**src/rtl/hp_fp_pkg.sv**
```systemverilog
// Shared constants and types for the half-precision divider.
// Contents: exponent bias and saturation limit, mantissa and quotient widths,
// exception codes, and the FSM state type with its encodings.
package hp_fp_pkg;

    // Signed 7-bit so that exponent arithmetic and compares stay in one type.
    localparam logic signed [6:0] EXP_BIAS = 7'sd15;
    localparam logic signed [6:0] EXP_MAX  = 7'sd31;

    localparam int MANT_W = 11;   // hidden bit + 10 fraction bits
    localparam int ITER   = 12;   // quotient bits produced by the divider

    localparam logic [1:0] EXC_NORMAL    = 2'b00;
    localparam logic [1:0] EXC_OVERFLOW  = 2'b01;
    localparam logic [1:0] EXC_UNDERFLOW = 2'b10;
    localparam logic [1:0] EXC_SPECIAL   = 2'b11;

    typedef logic [1:0] state_t;
    localparam state_t S_IDLE   = 2'd0;
    localparam state_t S_DIVIDE = 2'd1;
    localparam state_t S_NORM   = 2'd2;
    localparam state_t S_DONE   = 2'd3;

endpackage

```
**src/rtl/hp_divider_if.sv**
```systemverilog
// Request/result bundle of the half-precision divider.
// Handshake: start is a single-cycle request that is accepted only while busy
// is low; an accepted request produces exactly one done pulse, and
// hp_quotient/Exceptions are valid from that pulse until the next one.
// Signals: start, hp_inA, hp_inB (requester -> divider); hp_quotient,
// Exceptions, busy, done, dbg_state (divider -> requester).
interface hp_divider_if;
    import hp_fp_pkg::*;

    logic        start;
    logic [15:0] hp_inA;
    logic [15:0] hp_inB;
    logic [15:0] hp_quotient;
    logic [1:0]  Exceptions;
    logic        busy;
    logic        done;
    state_t      dbg_state;

    modport master (
        output start, hp_inA, hp_inB,
        input  hp_quotient, Exceptions, busy, done, dbg_state
    );

    modport slave (
        input  start, hp_inA, hp_inB,
        output hp_quotient, Exceptions, busy, done, dbg_state
    );

endinterface

```
**src/rtl/hp_div_mant.sv**
```systemverilog
// Iterative restoring divider for 11-bit mantissas, one quotient bit per step.
// Ports: clk, rst (sync, active high); load captures ma/mb and clears the
// quotient; step produces the next quotient bit MSB-first; q is the 12-bit
// quotient after ITER steps.
module hp_div_mant
    import hp_fp_pkg::*;
(
    input  logic              clk,
    input  logic              rst,
    input  logic              load,
    input  logic              step,
    input  logic [MANT_W-1:0] ma,
    input  logic [MANT_W-1:0] mb,
    output logic [ITER-1:0]   q
);

    // One extra bit: after a shift the remainder can reach 2*mb - 2.
    logic [MANT_W:0]   rem;
    logic [MANT_W-1:0] div;
    logic              ge;
    logic [MANT_W:0]   diff;

    always_comb begin
        ge   = (rem >= {1'b0, div});
        diff = ge ? (rem - {1'b0, div}) : rem;
    end

    always_ff @(posedge clk) begin
        if (rst) begin
            rem <= '0;
            div <= '0;
            q   <= '0;
        end else if (load) begin
            rem <= {1'b0, ma};
            div <= mb;
            q   <= '0;
        end else if (step) begin
            q   <= {q[ITER-2:0], ge};
            rem <= diff << 1;
        end
    end

endmodule

```
**src/rtl/hp_divider.sv**
```systemverilog
// IEEE half-precision divider with fixed 14-cycle latency, truncating result.
// Ports: clk, rst (sync, active high) and the slave side of hp_divider_if.
// Flow: IDLE captures operands on start, DIVIDE runs 12 mantissa steps, NORM
// aligns the quotient, DONE applies special cases and publishes the result.
module hp_divider
    import hp_fp_pkg::*;
(
    input  logic         clk,
    input  logic         rst,
    hp_divider_if.slave  bus
);

    state_t             state;
    logic [3:0]         iter_cnt;
    logic               sign_r;
    logic signed [6:0]  exp_r;
    logic               a_zero_r;
    logic               special_r;
    logic [9:0]         frac_r;
    logic [15:0]        quot_r;
    logic [1:0]         exc_r;
    logic               busy_r;
    logic               done_r;

    logic               load;
    logic               step;
    logic [MANT_W-1:0]  ma;
    logic [MANT_W-1:0]  mb;
    logic [ITER-1:0]    q;
    logic [15:0]        res_q;
    logic [1:0]         res_e;

    assign load = (state == S_IDLE) && bus.start;
    assign step = (state == S_DIVIDE);

    // A zero operand gets a zero mantissa; any other value, exponent 0
    // included, is given the hidden 1.
    assign ma = (bus.hp_inA[14:0] == 15'd0) ? '0 : {1'b1, bus.hp_inA[9:0]};
    assign mb = (bus.hp_inB[14:0] == 15'd0) ? '0 : {1'b1, bus.hp_inB[9:0]};

    hp_div_mant u_mant (
        .clk  (clk),
        .rst  (rst),
        .load (load),
        .step (step),
        .ma   (ma),
        .mb   (mb),
        .q    (q)
    );

    always_comb begin
        res_q = {sign_r, exp_r[4:0], frac_r};
        res_e = EXC_NORMAL;
        if (special_r) begin
            res_q = {sign_r, 5'd31, 10'd0};
            res_e = EXC_SPECIAL;
        end else if (a_zero_r) begin
            res_q = {sign_r, 15'd0};
            res_e = EXC_NORMAL;
        end else if (exp_r >= EXP_MAX) begin
            res_q = {sign_r, 5'd31, 10'd0};
            res_e = EXC_OVERFLOW;
        end else if (exp_r <= 7'sd0) begin
            res_q = {sign_r, 15'd0};
            res_e = EXC_UNDERFLOW;
        end
    end

    always_ff @(posedge clk) begin
        if (rst) begin
            state     <= S_IDLE;
            iter_cnt  <= '0;
            sign_r    <= 1'b0;
            exp_r     <= '0;
            a_zero_r  <= 1'b0;
            special_r <= 1'b0;
            frac_r    <= '0;
            quot_r    <= '0;
            exc_r     <= '0;
            busy_r    <= 1'b0;
            done_r    <= 1'b0;
        end else begin
            done_r <= 1'b0;
            case (state)
                S_IDLE: begin
                    if (bus.start) begin
                        sign_r    <= bus.hp_inA[15] ^ bus.hp_inB[15];
                        // Modulo-128 arithmetic gives the signed 7-bit result.
                        exp_r     <= $signed({2'b00, bus.hp_inA[14:10]})
                                   - $signed({2'b00, bus.hp_inB[14:10]})
                                   + EXP_BIAS;
                        a_zero_r  <= (bus.hp_inA[14:0] == 15'd0);
                        special_r <= (bus.hp_inA[14:10] == 5'd31)
                                  || (bus.hp_inB[14:10] == 5'd31)
                                  || (bus.hp_inB[14:0] == 15'd0);
                        iter_cnt  <= '0;
                        busy_r    <= 1'b1;
                        state     <= S_DIVIDE;
                    end
                end
                S_DIVIDE: begin
                    iter_cnt <= iter_cnt + 4'd1;
                    if (iter_cnt == 4'(ITER - 1)) begin
                        state <= S_NORM;
                    end
                end
                S_NORM: begin
                    // Quotient of two [1,2) mantissas lies in (0.5,2).
                    if (q[ITER-1]) begin
                        frac_r <= q[10:1];
                    end else begin
                        frac_r <= q[9:0];
                        exp_r  <= exp_r - 7'sd1;
                    end
                    state <= S_DONE;
                end
                default: begin
                    quot_r <= res_q;
                    exc_r  <= res_e;
                    done_r <= 1'b1;
                    busy_r <= 1'b0;
                    state  <= S_IDLE;
                end
            endcase
        end
    end

    assign bus.hp_quotient = quot_r;
    assign bus.Exceptions  = exc_r;
    assign bus.busy        = busy_r;
    assign bus.done        = done_r;
    assign bus.dbg_state   = state;

endmodule

```
**src/flat_wrapper.sv**
```systemverilog
// flat-port wrapper written by rule: the top's interface ports become plain ports
module hp_divider_flat import hp_fp_pkg::*;
  (clk, rst, bus_start, bus_hp_inA, bus_hp_inB, bus_hp_quotient, bus_Exceptions, bus_busy, bus_done, bus_dbg_state);
  hp_divider_if bus_i ();
  input  logic clk;
  input  logic rst;
  input wire logic [$bits(bus_i.start)-1:0] bus_start;
  input wire logic [$bits(bus_i.hp_inA)-1:0] bus_hp_inA;
  input wire logic [$bits(bus_i.hp_inB)-1:0] bus_hp_inB;
  output wire logic [$bits(bus_i.hp_quotient)-1:0] bus_hp_quotient;
  output wire logic [$bits(bus_i.Exceptions)-1:0] bus_Exceptions;
  output wire logic [$bits(bus_i.busy)-1:0] bus_busy;
  output wire logic [$bits(bus_i.done)-1:0] bus_done;
  output wire logic [$bits(bus_i.dbg_state)-1:0] bus_dbg_state;
  assign bus_i.start = bus_start;
  assign bus_i.hp_inA = bus_hp_inA;
  assign bus_i.hp_inB = bus_hp_inB;
  assign bus_hp_quotient = bus_i.hp_quotient;
  assign bus_Exceptions = bus_i.Exceptions;
  assign bus_busy = bus_i.busy;
  assign bus_done = bus_i.done;
  assign bus_dbg_state = bus_i.dbg_state;
  hp_divider u_core (.clk(clk), .rst(rst), .bus(bus_i));
endmodule
```
**config.mk**
```make
export PLATFORM = sky130hd
export DESIGN_NAME = hp_divider_flat
export DESIGN_NICKNAME = d
export VERILOG_FILES = /design/src/rtl/hp_fp_pkg.sv /design/src/rtl/hp_divider_if.sv /design/src/rtl/hp_div_mant.sv /design/src/rtl/hp_divider.sv /design/src/flat_wrapper.sv
export SDC_FILE = /design/constraint.sdc
export NUM_CORES = 1
export LEC_CHECK = 0
export CAP_MARGIN = 0
export CORE_ASPECT_RATIO = 0.9
export CORE_MARGIN = 5
export CORE_UTILIZATION = 55
export CTS_CLUSTER_SIZE = 28
export DETAILED_ROUTE_END_ITERATION = 7
export PLACE_DENSITY_LB_ADDON = 0.25
export SLEW_MARGIN = 25
export SYNTH_ARGS = -nofsm -noshare
export SYNTH_HDL_FRONTEND = slang
export SYNTH_SLANG_ARGS = --single-unit
```
**constraint.sdc**
```tcl
create_clock -name clk -period 3.1 [get_ports clk]
set_input_delay 0.465 -clock clk [delete_from_list [all_inputs] [get_ports clk]]
set_output_delay 0.465 -clock clk [all_outputs]
set_load 0.005 [all_outputs]
```
Word level (Yosys, flattened, before mapping)

Index checks and enable logic that the tools add are counted.

Register bits after elaboration: 81
Memories: 0
Input port bits: 35
ROM bits: 0
Memory bits (writable): 0
Bits in latches: 0
Logic and storage cells: 75
Output and inout port bits: 22

Bitwise gates (word level): 2
Shifts and indexed selects: 0
Magnitude comparators: 3
Div/mod/pow operators: 0
Mux-type cells: 25
Reductions and logical operators: 17
Equal/unequal tests: 8
Multipliers: 0
$add $sub $neg: 5

Operators with widths:

| operator                                                          | count |
|---|---|
| two-way mux 15 bit                                                | 4 |
| two-way mux 11 bit                                                | 5 |
| zero test 15 bit                                                  | 2 |
| two-way mux 7 bit                                                 | 2 |
| one-hot mux 7 bit (2 select lines)                                | 1 |
| greater-or-equal comparator 12 x 11 -> 1 bit                      | 1 |
| two-way mux 2 bit                                                 | 6 |
| subtractor 11 bit                                                 | 1 |
| == test 5 bit, second input constant                              | 2 |
| two-way mux 10 bit                                                | 1 |
| one-hot mux 4 bit (2 select lines)                                | 1 |
| AND reduction 2 bit                                               | 4 |
| adder 7 x 5 -> 7 bit, second input constant                       | 1 |
| greater-or-equal comparator 7 x 6 -> 1 bit, second input constant | 1 |
| <= comparator 7 x 1 -> 1 bit, second input constant               | 1 |
| subtractor 7 x 2 -> 7 bit, second input constant                  | 1 |
| != test 2 bit, second input constant                              | 3 |
| one-hot mux 2 bit (3 select lines)                                | 1 |
| nonzero test 2 bit                                                | 3 |
| subtractor 5 x 5 -> 6 bit                                         | 1 |
| adder 4 x 1 -> 4 bit, second input constant                       | 1 |
| == test 4 bit, second input constant                              | 1 |
| two-way mux 4 bit                                                 | 1 |
| OR reduction 2 bit                                                | 2 |
| other kinds (11)                                                  | 13 |

Longest topological paths before layout

Gate-level depths: netlist of run 1.

Depth in word-level cells: 5
Mapped depth: 10
Gate-level depth less buffers: 9

Hierarchy

From an unflattened synthesis of run 1, not the netlist that was laid out.

Cell total of the unflattened synthesis: 543
Area total of the unflattened synthesis: 4609.4 um^2

Modules (own cells, without submodules):

| module      | area each (um^2) | times used | cells an instance |
|---|---|---|---|
| hp_divider  | 2596.2           | 1          | 319 |
| hp_div_mant | 2013.2           | 1          | 224 |

Worst setup path before layout of run 1

Ideal clock, no wire load.

Path kind: register -> register
From: reg u_core.u_mant.rem[0]
To: reg u_core.u_mant.rem[11]
Cell stages (with the launch flop): 11
Setup time: 0.120 ns
Path buffers: 1
Slack: 0.912 ns
Arrival: 2.068 ns
Clock period less this slack: 2.188 ns
Path through: dfxtp_1 inv_1 ha_1 fa_1 nor2b_4 o31a_4 o21ai_4 a21oi_2 buf_6 o32ai_1 or2_1

Cells in the longest elaborated chain, start to end: 2
Elaborated cells on any way between the ends: 3

RTL lines:

| what                                                                                     | line                                 | source |
|---|---|---|
| start, declared                                                                          | hp_div_mant.sv:18                    | `logic [MANT_W:0] rem;` |
| start signal, assigned                                                                   | hp_div_mant.sv:34                    | `rem <= {1'b0, ma};` |
| start signal, assigned                                                                   | hp_div_mant.sv:39                    | `rem <= diff << 1;` |
| subtractor 11 bit / greater-or-equal comparator 12 x 11 -> 1 bit (equally long branches) | hp_div_mant.sv:25, hp_div_mant.sv:24 |  |
| two-way mux 11 bit (*)                                                                   | hp_div_mant.sv:25                    | `diff = ge ? (rem - {1'b0, div}) : rem;` |

Every way passes the cells marked *; elsewhere a longest branch is shown, timed or not.
A chain may end at the register's enable or synchronous reset.

Final worst setup path of run 1

From: reg u_core.u_mant.rem[0]
To: reg u_core.u_mant.rem[6]

Cells in the longest elaborated chain, start to end: 4
Elaborated cells on any way between the ends: 5

RTL lines:

| what                                                                                     | line                                 | source |
|---|---|---|
| subtractor 11 bit / greater-or-equal comparator 12 x 11 -> 1 bit (equally long branches) | hp_div_mant.sv:25, hp_div_mant.sv:24 |  |
| two-way mux 11 bit (*)                                                                   | hp_div_mant.sv:25                    |  |
| two-way mux 11 bit (*)                                                                   | hp_div_mant.sv:37                    | `end else if (step) begin` |
| two-way mux 11 bit (*)                                                                   | hp_div_mant.sv:33                    | `end else if (load) begin` |

Every way passes the cells marked *; elsewhere a longest branch is shown, timed or not. The select of a mux whose other input is x is not followed.

==> results of run 1 <==
-- path summary, 6_finish.rpt --
check                                      from                                 end  slack [ns]
min          u_core.u_mant.div[10]$_SDFFE_PP0P_  u_core.u_mant.div[10]$_SDFFE_PP0P_        0.46
max reg2reg   u_core.u_mant.rem[0]$_SDFFE_PP0P_   u_core.u_mant.rem[6]$_SDFFE_PP0P_        0.60
max           u_core.u_mant.rem[0]$_SDFFE_PP0P_   u_core.u_mant.rem[6]$_SDFFE_PP0P_        0.60
min reg2reg  u_core.u_mant.div[10]$_SDFFE_PP0P_  u_core.u_mant.div[10]$_SDFFE_PP0P_        0.46
-- final cells by class --
class,instances,area share [%]
Clock inverter,6,1.76
Sequential cell,81,30.1
Multi-Input combinational cell,409,49.5
Timing Repair Buffer,65,11.6
Inverter,32,2.23
Clock buffer,10,2.55
Tap cell,99,2.30
-- cell families after synthesis --
| kind of cell | after synthesis |
|---|---|
| simple gates | 204 |
| compound gates | 136 |
| flops | 81 |
| buf+inv | 60 |
| mux | 31 |
| fa+ha+maj | 27 |
| xor+xnor | 11 |
-- metrics by stage --
stage	setup WS, ns	instances	total power [mW]	util, %	hold slack [ns]
CTS	0.632	702	5.19	67.1	0.460
global route	0.515	702	5.60	67.1	0.505
finish	0.601	702	5.22	67.1	0.464
detailed placement	0.393	686	4.27	64.2	0.440
global placement	0.454	686	4.18	64.2	0.443
floorplan	0.912	550	3.64	-	0.427
-- placed cells by master (no fill, tap or decap), types with 15 or more instances in the layout --
cell,synthesis,final
dfxtp_1,81,81
o21ai_1,17,17
clkdlybuf4s50_1,0,55
inv_1,32,32
a211oi_1,15,15
mux2i_1,31,31
nor2b_1,16,16
ha_1,25,25
nand2_1,38,38
nor2_1,89,89
a21oi_1,35,35
-- sequential cells by signal, indices dropped and copies added, names as in the netlist --
register                count
u_core.bus.done             1
u_core.frac_r              10
u_core.u_mant.div          11
u_core.bus.Exceptions       2
u_core.sign_r               1
u_core.u_mant.rem          12
u_core.u_mant.q            12
u_core.bus.busy             1
u_core.iter_cnt             4
u_core.bus.dbg_state        2
u_core.special_r            1
u_core.bus.hp_quotient     16
u_core.a_zero_r             1
u_core.exp_r                7
-- metal layers --
metal | GRT usage, % | share of wire (%) | vias up
li1 | - | - | 2039
met1 | 29.4 | 43 | 1989
met2 | 37.8 | 47 | 169
met3 | 5.84 | 8.3 | 28
met4 | 8.09 | 2.4 | 0
met5 | 0 | 0 | -
-- power breakdown --
group	switching (mW)	internal (mW)	total (mW)
clock	0.422	0.486	0.908
combinational	1.64	1.19	2.83
sequential	0.203	1.28	1.48
total	2.27	2.95	5.22
==> results.py, run 1 <==
metrics = {
    "yosys": {
        "ys.flop_type": "dfxtp_1",
        "synth_edf_count": 0,
        "synthTopCellsByArea": "dfxtp_1, nor2_1, ha_1, mux2i_1, a21oi_1",
        "synth-compound-area-share_pct": 21.2,
        "yosysWarnings": 0,
        "synth-adder-area-share_pct": 7.78,
        "synth_nets": 612,
        "yosys-top-cells-count": "nor2_1, dfxtp_1, nand2_1",
        "synthMuxAreaShare_pct": 6.84,
        "synth_top_cell_area_share_pct": 35.8,
        "seq_area_frac_synth_pct": 35.8,
        "syn-instance-count": 550,
        "synth_top_cell_by_area": "dfxtp_1",
        "synthSimpleGateAreaFrac_pct": 20.9,
        "netlist_area_mm2": 0.00453,
        "synth-seq-cells": 81,
        "synth_xor_area_share_pct": 2.12,
        "yosysUniqueCellTypes": 61,
        "syn_area_per_cell_um2": 8.24,
        "async_reset_ff_share_pct": 0,
        "synth_top_family_by_area": "compound AO/OA/AOI/OAI gates",
        "yosysMostFrequentCell": "nor2_1",
    },
    "cts": {
        "path_clk_slew_ns": 0.10,
        "postCtsHoldBufs": 0,
        "htree_levels": 3,
        "cts.sinks": 81,
        "post-cts-setup-buffers": 0,
        "cts_tree": "done",
        "clk_path_buf_depth": 2,
        "numCtsBuffers": 9,
        "clk_latency_ns": 0.36,
        "cts_resized": 0,
        "cts_root_buf": "clkbuf_8",
    },
    "timing": {
        "finalCriticalPeriod_ns": 2.50,
        "tightestPinTransition_ns": 0.819,
        "rsz0062_at_grt": "false",
        "finClkSkew_ns": 0.0163,
        "tns_ns": 0,
        "finalSetupViolations": 0,
        "fmax_ghz": 0.400,
        "relSlewSlack_pct": 45.1,
        "maxSlewViolCount": 0,
        "fin_crit_sh_pct": 80.6,
        "hold_viol_final": 0,
    },
    "final_layout": {
        "multiInputGateArea_mm2": 0.00267,
        "final_area_mm2": 0.00539,
        "seq_area_mm2": 0.00162,
        "antennaDiodeCount": 0,
        "drive_above_1_share_pct": 6.14,
        "nNetsFinal": 660,
        "area_delta_synth_final_pct": 18.8,
        "fill_cells": 700,
    },
    "global_routing": {
        "antenna_found_initial": 0,
        "overflow": 0,
        "grt_pass1_vias": 4055,
        "track_usage_pct": 22.9,
        "grt_max_degree": 49,
        "grt_pass1_wl_um": 19000,
    },
    "power_and_ir_drop": {
        "ir_drop_mv": 0.515,
        "power.density_mw_per_mm2": 968,
        "static-leakage-power_nw": 2.09,
    },
    "place": {
        "port_buffers": 56,
        "placed_area_mm2": 0.00516,
        "dpl.hpwl_um": 8360,
        "gp_congestion": 0.915,
    },
    "setup_path": {
        "required_ns": 3.36,
        "crit_chain": "inv_1 -> ha_1 -> fa_1 -> nor2b_4 -> o31a_4 -> o21ai_4 -> a21oi_2 -> buf_4 -> nor2_1 -> a311o_1",
        "slowest_stage": "fa_1",
        "worst_ep_arrival_time_ns": 2.76,
        "slowest_delay_ns": 0.45,
        "critPathKind": "reg2reg",
        "worst-path-stages": 10,
        "crit_buf_inv": 2,
        "cp-end-kind": "flop",
        "cp_max_fo": 12,
        "rr_worst_depth": 10,
        "start_kind": "flop",
        "cp_top_family": "compound AO/OA/AOI/OAI gates",
    },
    "detailed_routing": {
        "drtAntennaViolNets": 0,
        "drtIter0Drc": 280,
        "wire_per_inst_um": 16.0,
        "viasPerCell": 6.02,
        "dr.pass1.iters": 5,
        "drt-total-wl_um": 11200,
        "via_count": 4225,
        "route.detailed.drc": 0,
    },
    "flow_run": {
        "cap_viol_max_count": 0,
    },
    "floorplanning": {
        "num_io_pins": 57,
        "die_y_um": 96.1,
        "fp.dieArea_mm2": 0.0102,
        "core_area_mm2": 0.00803,
        "die_w_um": 106,
        "core.rowCount": 31,
        "start_util_pct": 56.5,
    },
    "worst_hold_path": {
        "hp-class": "reg2reg",
        "hold_depth": 1,
    },
    "run_status": {
        "status": "finished, final reports clean",
    },
}
Power figures use the tool's default switching activity.
==> run 2: changes to the inputs <==
--- a/config.mk
+++ b/config.mk
@@ -8,7 +8,7 @@
 export CAP_MARGIN = 0
 export CORE_ASPECT_RATIO = 0.9
 export CORE_MARGIN = 5
-export CORE_UTILIZATION = 55
+export CORE_UTILIZATION = 50
 export CTS_CLUSTER_SIZE = 28
 export DETAILED_ROUTE_END_ITERATION = 7
 export PLACE_DENSITY_LB_ADDON = 0.25
==> constraint.sdc (replaced) <==
create_clock -name clk -period 2.1 [get_ports clk]
set_input_delay 0.315 -clock clk [delete_from_list [all_inputs] [get_ports clk]]
set_output_delay 0.315 -clock clk [all_outputs]
set_load 0.005 [all_outputs]
==> run 2 against run 1 <==
Net effect: the flow now finishes with violations (setup timing); die area up 9.0%; total power up 67%; wire length up 12%; sequential power up 48%; highest routed layer unchanged; clock skew down 0.0044 ns; critical endpoint unchanged; clock power up 19%; hold slack worse by 0.12 ns; design area up 11%; via count up 2.2%; count of clock-buffer cells in the layout unchanged.
==> results.py, run 2 (synthesis gave the netlist of run 1 again) <==
metrics = {
    "run_status": {
        "status": "complete, but fails checks",
        "violations": "setup timing",
    },
    "setup_path": {
        "start_kind": "flop",
        "cp_max_fo": 6,
        "critPathKind": "reg2reg",
        "cp-end-kind": "flop",
        "required_ns": 2.35,
        "slowest_stage": "fa_2",
        "crit_chain": "inv_2 -> ha_4 -> fa_2 -> nor2b_4 -> o31a_4 -> o21ai_4 -> a21oi_4 -> buf_12 -> nor2_2 -> a311o_1",
        "slowest_delay_ns": 0.38,
        "cp_top_family": "compound AO/OA/AOI/OAI gates",
        "worst_ep_arrival_time_ns": 2.38,
        "crit_buf_inv": 2,
    },
    "detailed_routing": {
        "wire_per_inst_um": 16.0,
        "via_count": 4320,
        "drtAntennaViolNets": 0,
        "dr.pass1.iters": 5,
        "drt-total-wl_um": 12500,
        "route.detailed.drc": 0,
        "drtIter0Drc": 323,
        "viasPerCell": 5.52,
    },
    "final_layout": {
        "seq_area_mm2": 0.00162,
        "antennaDiodeCount": 0,
        "fill_cells": 782,
        "mostFrequentLayoutCell": "nor2_1",
        "multiInputGateArea_mm2": 0.00283,
        "largest_register_ffs": 16,
        "drive_above_1_share_pct": 17.7,
        "final_area_mm2": 0.00600,
        "nNetsFinal": 718,
        "area_delta_synth_final_pct": 32.3,
        "layout_common_cells": "nor2_1, dfxtp_1, buf_4",
        "fin_util_pct": 66.6,
    },
    "global_routing": {
        "overflow": 0,
        "grt_max_degree": 37,
        "grt_pass1_wl_um": 20000,
        "antenna_found_initial": 0,
        "track_usage_pct": 22.8,
        "grt_pass1_vias": 4197,
    },
    "timing": {
        "maxSlewViolCount": 0,
        "tightestPinTransition_ns": 0.483,
        "finalSetupViolations": 5,
        "relSlewSlack_pct": 67.5,
        "hold_viol_final": 0,
        "timing.hold.ws_ns": 0.340,
        "fin_crit_sh_pct": 101,
        "fmax_ghz": 0.470,
        "finClkSkew_ns": 0.0119,
        "rsz0062_at_grt": "true",
        "tns_ns": -0.0688,
        "fin_ws_ns": -0.0272,
        "finalCriticalPeriod_ns": 2.13,
    },
    "power_and_ir_drop": {
        "static-leakage-power_nw": 2.39,
        "power.density_mw_per_mm2": 1450,
        "total_power_mw": 8.70,
        "ir_drop_mv": 0.628,
    },
    "floorplanning": {
        "core.rowCount": 33,
        "core_area_mm2": 0.00900,
        "num_io_pins": 57,
        "fp.dieArea_mm2": 0.0111,
        "die_y_um": 100,
        "die_w_um": 110,
        "start_util_pct": 50.4,
    },
    "flow_run": {
        "cap_viol_max_count": 0,
    },
    "cts": {
        "htree_levels": 3,
        "cts_root_buf": "clkbuf_8",
        "path_clk_slew_ns": 0.09,
        "numCtsBuffers": 9,
        "clk_path_buf_depth": 2,
        "cts_tree": "done",
        "clk_latency_ns": 0.36,
        "cts.sinks": 81,
    },
    "place": {
        "dpl.hpwl_um": 9140,
        "placed_area_mm2": 0.00560,
        "gp_congestion": 0.940,
        "port_buffers": 56,
    },
    "worst_hold_path": {
        "hp-class": "in2reg",
    },
}
run 2: where the power goes:
part	internal (mW)	switching (mW)	total [mW]
registers	1.88	0.309	2.19
clock network	0.449	0.629	1.08
logic	2.66	2.77	5.43
total	4.99	3.71	8.70
run 2: final timing paths:
check                                     start                                 end  slack (ns)  cells after the start
max           u_core.u_mant.rem[0]$_SDFFE_PP0P_   u_core.u_mant.rem[6]$_SDFFE_PP0P_       -0.03                     10
min                                         rst        u_core.exp_r[1]$_SDFFE_PP0P_        0.34                      2
max reg2reg   u_core.u_mant.rem[0]$_SDFFE_PP0P_   u_core.u_mant.rem[6]$_SDFFE_PP0P_       -0.03                     10
min reg2reg  u_core.u_mant.div[10]$_SDFFE_PP0P_  u_core.u_mant.div[10]$_SDFFE_PP0P_        0.46                      1
run 2: metrics by stage:
step	std cells	setup WS, ns
after floorplan	550	0.0469
after global placement	761	-0.382
after detailed placement	761	-0.470
after CTS	780	-0.0150
after global routing	783	-0.106
final	783	-0.0272
run 2: timing repair:
item,4_1_cts,5_1_grt
pin swaps,10,12
buffers inserted,3,2
hold buffers,0,0
resized for setup,14,16
gates cloned,0,1
setup endpoints to repair,8,24
run 2: worst register-to-register path, cell delays in order (launching register included):
cell and delay [ns]:
dfxtp_2 0.35, inv_2 0.04, ha_4 0.15, fa_2 0.38, nor2b_4 0.14, o31a_4 0.15
o21ai_4 0.07, a21oi_4 0.25, buf_12 0.16, nor2_2 0.04, a311o_1 0.27
run 2: metal layers:
metal	GRT usage, %	routed length, um
met1	30.6	5700
met2	36.6	5900
met3	5.14	741
met4	6.82	195
met5	0	0
run 2: layout make-up:
cell class,instances,share of cell area [%]
Clock buffer,10,2.13
Sequential cell,81,27.1
Timing Repair Buffer,123,18.3
Clock inverter,6,0.835
Multi-Input combinational cell,409,47.1
Tap cell,122,2.55
Inverter,32,2.00
